## src/rtl/multicycle_sequencer_if.sv

```systemverilog
// Decoder-to-sequencer bundle: per-stage cycle counts and controls in, one-hot
// stage and timing flags out.
interface multicycle_sequencer_if #(
  parameter int CNT_W = 2
);
  logic [CNT_W-1:0] extra_id;
  logic [CNT_W-1:0] extra_mem;
  logic [CNT_W-1:0] extra_wb;
  logic             skip_mem;
  logic             stall;
  logic             halt_req;
  logic             wake;
  logic [6:0]       state;
  logic [CNT_W-1:0] cycle_count;
  logic             last_cycle;
  logic             instr_done;

  modport master (
    output extra_id, extra_mem, extra_wb, skip_mem, stall, halt_req, wake,
    input  state, cycle_count, last_cycle, instr_done
  );

  modport slave (
    input  extra_id, extra_mem, extra_wb, skip_mem, stall, halt_req, wake,
    output state, cycle_count, last_cycle, instr_done
  );
endinterface

```

## src/rtl/multicycle_sequencer.sv

```systemverilog
// Instruction sequencer: RESET, IF, ID, EX, MEM, WB with variable-length ID/MEM/WB,
// global stall, MEM bypass and a HALT sleep state.
module multicycle_sequencer #(
  parameter int CNT_W = 2
) (
  input logic                   clk,
  input logic                   reset,
  multicycle_sequencer_if.slave bus
);

  typedef enum logic [6:0] {
    S_RESET = 7'b0000001,
    S_IF    = 7'b0000010,
    S_ID    = 7'b0000100,
    S_EX    = 7'b0001000,
    S_MEM   = 7'b0010000,
    S_WB    = 7'b0100000,
    S_HALT  = 7'b1000000
  } state_e;

  // Held as a raw vector so a corrupted (non-one-hot) value is representable and recoverable.
  logic [6:0]       state_q, state_d;
  logic [CNT_W-1:0] cnt_q, cnt_d;
  logic [CNT_W-1:0] cur_extra;
  logic             last_cycle;

  always_comb begin
    // NOTE: every always_comb output gets a default first so no path leaves it unassigned (no latch).
    cur_extra = '0;
    case (state_q)
      S_ID:    cur_extra = bus.extra_id;
      S_MEM:   cur_extra = bus.extra_mem;
      S_WB:    cur_extra = bus.extra_wb;
      default: cur_extra = '0;
    endcase
  end

  // Wake overrides stall while sleeping.
  assign last_cycle = state_q[6] ? bus.wake : (!bus.stall && (cnt_q == cur_extra));

  always_comb begin
    state_d = state_q;
    cnt_d   = cnt_q;
    case (state_q)
      S_RESET, S_IF, S_ID, S_EX, S_MEM, S_WB, S_HALT: begin
        if (last_cycle) begin
          cnt_d = '0;
          case (state_q)
            S_RESET: state_d = S_IF;
            S_IF:    state_d = S_ID;
            S_ID:    state_d = S_EX;
            S_EX:    state_d = bus.skip_mem ? S_WB : S_MEM;
            S_MEM:   state_d = S_WB;
            S_WB:    state_d = bus.halt_req ? S_HALT : S_IF;
            default: state_d = S_IF;
          endcase
        end else if (!bus.stall && !state_q[6]) begin
          cnt_d = cnt_q + 1'b1;
        end
      end
      default: begin
        state_d = S_RESET;
        cnt_d   = '0;
      end
    endcase
  end

  always_ff @(posedge clk) begin
    // NOTE: sequential state uses non-blocking assignments so all registers update together.
    if (reset) begin
      state_q <= S_RESET;
      cnt_q   <= '0;
    end else begin
      state_q <= state_d;
      cnt_q   <= cnt_d;
    end
  end

  assign bus.state       = state_q;
  assign bus.cycle_count = cnt_q;
  assign bus.last_cycle  = last_cycle;
  assign bus.instr_done  = last_cycle && state_q[5];

endmodule
```

## src/flat_wrapper.sv

```systemverilog
// flat-port wrapper written by rule: the top's interface ports become plain ports
module multicycle_sequencer_flat 
#(
  parameter int CNT_W = 2
)
  (clk, reset, bus_extra_id, bus_extra_mem, bus_extra_wb, bus_skip_mem, bus_stall, bus_halt_req, bus_wake, bus_state, bus_cycle_count, bus_last_cycle, bus_instr_done);
  multicycle_sequencer_if #(.CNT_W(CNT_W)) bus_i ();
  input logic clk;
  input logic reset;
  input wire logic [$bits(bus_i.extra_id)-1:0] bus_extra_id;
  input wire logic [$bits(bus_i.extra_mem)-1:0] bus_extra_mem;
  input wire logic [$bits(bus_i.extra_wb)-1:0] bus_extra_wb;
  input wire logic [$bits(bus_i.skip_mem)-1:0] bus_skip_mem;
  input wire logic [$bits(bus_i.stall)-1:0] bus_stall;
  input wire logic [$bits(bus_i.halt_req)-1:0] bus_halt_req;
  input wire logic [$bits(bus_i.wake)-1:0] bus_wake;
  output wire logic [$bits(bus_i.state)-1:0] bus_state;
  output wire logic [$bits(bus_i.cycle_count)-1:0] bus_cycle_count;
  output wire logic [$bits(bus_i.last_cycle)-1:0] bus_last_cycle;
  output wire logic [$bits(bus_i.instr_done)-1:0] bus_instr_done;
  assign bus_i.extra_id = bus_extra_id;
  assign bus_i.extra_mem = bus_extra_mem;
  assign bus_i.extra_wb = bus_extra_wb;
  assign bus_i.skip_mem = bus_skip_mem;
  assign bus_i.stall = bus_stall;
  assign bus_i.halt_req = bus_halt_req;
  assign bus_i.wake = bus_wake;
  assign bus_state = bus_i.state;
  assign bus_cycle_count = bus_i.cycle_count;
  assign bus_last_cycle = bus_i.last_cycle;
  assign bus_instr_done = bus_i.instr_done;
  multicycle_sequencer #(.CNT_W(CNT_W)) u_core (.clk(clk), .reset(reset), .bus(bus_i));
endmodule
```

## config.mk

```make
export PLATFORM = sky130hd
export DESIGN_NAME = multicycle_sequencer_flat
export DESIGN_NICKNAME = d
export VERILOG_FILES = /design/src/rtl/multicycle_sequencer_if.sv /design/src/rtl/multicycle_sequencer.sv /design/src/flat_wrapper.sv
export SDC_FILE = /design/constraint.sdc
export NUM_CORES = 1
export LEC_CHECK = 0
export ABC_AREA = 1
export CAP_MARGIN = 20
export CORE_UTILIZATION = 35
export DETAILED_ROUTE_END_ITERATION = 10
export SLEW_MARGIN = 10
export SYNTH_ARGS = -nofsm -noshare
export SYNTH_HDL_FRONTEND = slang
export SYNTH_SLANG_ARGS = --single-unit
export TNS_END_PERCENT = 10
```

## constraint.sdc

```tcl
create_clock -name clk -period 2.9 [get_ports clk]
set_input_delay 0.435 -clock clk [delete_from_list [all_inputs] [get_ports clk]]
set_output_delay 0.435 -clock clk [all_outputs]
set_load 0.01 [all_outputs]
```

==> results.cfg <==
[finish]
layout-drive-gt1-share_pct = 14.3
nNetsFinal = 139
antenna_cells = 0
area_delta_synth_final_pct = 39.8
final_cell_mix = nand2_1 (30), clkdlybuf4s50_1 (22), nor2_1 (13)
layout_commonest_cell = nand2_1
fin_cells = 151
fin_area_um2 = 922

[placed_design]
port_buffers = 22
gp_congestion = 0.786
dp.cells = 147
hpwlAfterDp_mm = 1.29
dpl_cell_area_um2 = 896

[worst_hold_path]
hold_class = reg -> reg
whs_endpoint = u_core.bus.state[0]
min_from = u_core.bus.state[0]
min_path_cells = 2

[worst_setup_path]
end_kind = primary output
worstSetupPathType = reg -> out
rr_worst_depth = 6
cp_data_arrival_time_ns = 2.20
worstSetupStartpointType = register
crit_fanout = 13
worstPathCellList = nand2_1, nor2_2, nand3_1, nand3_1, nand2_1, nand2_2, nand3_4, nand2_4, clkdlybuf4s50_1
cpPeakStageDelay_ns = 0.56
rr_endpoint = u_core.bus.cycle_count[0]
r2r-start = u_core.bus.state[4]
cp_data_required_time_ns = 2.47
r2r_slack_ns = 1.20
slowest_stage = clkdlybuf4s50_1

[pwr]
switchingPower_uw = 393
p_comb_share_pct = 61.4
p_seq_share_pct = 27.1
intPower_uw = 437
power.density_nw_per_um2 = 900
ir_worst_vdd_mv = 0.522
p_clk_share_pct = 11.5
leakage_nw = 0.381
swShare_pct = 47.3

[job]
drv_cap = 0

[sta]
rsz0062_at_grt = false
max-slew-margin-rel_pct = 74.3
slew_violations = 0
hold_ws_ns = 0.500
skew_ns = 0.000956
timing.final.hold_violations = 0
finalCritPeriodShare_pct = 90.9
fin_crit_ns = 2.64
setup_tns_ns = 0
worst_pin_slew_ns = 0.386
setup_violations = 0
fmax_mhz = 379

[clock_tree]
hold_buffers = 0
cts_tree = built
clock_latency_ns = 0.25
cts-resized-gates = 0
htreeDepth = 1
clk_pin_slew_ns = 0.06
clkSinkCount = 9
cts_setup_buffers = 0
cts_root_buffer = clkbuf_4
clk_path_buf_depth = 2
cts_made_buffers = 3

[floorplan]
placementRows = 15
dieArea_um2 = 2060
coreArea_um2 = 1750
start_util_pct = 37.8
die_w_um = 45.4
ios = 23
die_y_um = 45.4

[routing]
drc = 0
first_iter_violations = 8
routedWlPerCell_um = 10.9
vias_per_cell = 4.60
num_vias = 695
route.antenna.remaining_nets = 0
drt_wl_total_mm = 1.64
dr.pass1.iters = 4

[synthesis]
ys_types = 23
netlist_instances = 101
synth-seq-area-share_pct = 27.3
synth-seq-cells = 9
synth_area_um2 = 659
syn-num-nets = 113
ys_warn_count = 0
syn-mean-instance-area_um2 = 6.53

[global_route]
grt_pass1_vias = 625
grt_pass1_wl_mm = 2.75
grt_overflow = 0
grt_max_degree = 14
antenna_found_initial = 0
grt_usage_pct = 18.2

[status]
outcome = finished clean
==> area by class of cell <==
class | count | area [um^2]
multi-input cells | 79 | 419
clock buffers | 4 | 26.3
fillers | 173 | 823
inverters | 12 | 45.0
well taps | 25 | 31.3
flip-flops and latches | 9 | 180
repair buffers | 22 | 220
==> sequential cells by signal, indices dropped and copies added, names as in the netlist <==
register / count
u_core.bus.state: 7
u_core.bus.cycle_count: 2
==> logic make-up (layout without fill, tap and decap cells) <==
family | count (synthesis) | in the layout | synth area share (%)
AOI/OAI and AO/OA | 8 | 8 | 7.21
xor gates and xnor gates | 1 | 1 | 1.33
buffers and inverters | 13 | 38 | 9.11
DFF | 9 | 9 | 27.3
and+or+nand+nor | 70 | 70 | 55.0
==> worst max-delay path: cells and delay by family, from the launching register on <==
| kind | cells | cell delay, ns |
|---|---|---|
| buffers and inverters | 1 | 0.56 |
| DFF | 1 | 0.48 |
| and+or+nand+nor | 8 | 0.92 |
==> synthesized netlist by cell type (all sizes together) <==
cell type,number,area share [%]
xor2,1,1.3
nor2,16,11
nor3,3,4.0
nor3b,2,3.8
a21oi,6,5.7
nand3,12,12
nand2,32,20
nand4,4,3.8
inv,12,6.8
buf,1,2.3
o21ai,2,1.5
or2,1,0.95
dfxtp,9,27
==> power by group through the flow <==
stage | combinational, mW | clock [mW] | sequential [mW]
finish | 0.510 | 0.0956 | 0.225
global route | 0.577 | 0.104 | 0.234
CTS | 0.516 | 0.0981 | 0.225
detailed placement | 0.512 | 0 | 0.228
global placement | 0.510 | 0 | 0.227
floorplan | 0.345 | 0 | 0.234
==> worst max-delay path by stage <==
stage	endpoint	start	cells after the start
after floorplan	bus_instr_done	u_core.bus.state[5]	8
after global routing	bus_last_cycle	u_core.bus.state[5]	9
after detailed placement	bus_last_cycle	bus_extra_wb[0]	8
after global placement	bus_instr_done	bus_extra_id[1]	7
after CTS	bus_last_cycle	u_core.bus.state[5]	9
final	bus_last_cycle	u_core.bus.state[5]	9
==> layer usage <==
layer,up-vias,part of all wire [%],track usage [%]
met5,-,0,0
met4,0,0.73,7.27
met3,2,3.6,1.59
met2,13,43,26.6
met1,306,52,27.4
li1,374,-,-
==> per-stage QoR <==
stage	total power [mW]	setup WS, ns	util (%)
CTS	0.839	0.237	52.8
floorplan	0.580	1.11	-
global route	0.915	0.0509	52.8
finish	0.830	0.264	52.8
detailed placement	0.739	0.410	51.3
global placement	0.736	0.395	51.3
No activity file was read; power rests on OpenSTA's default activity.
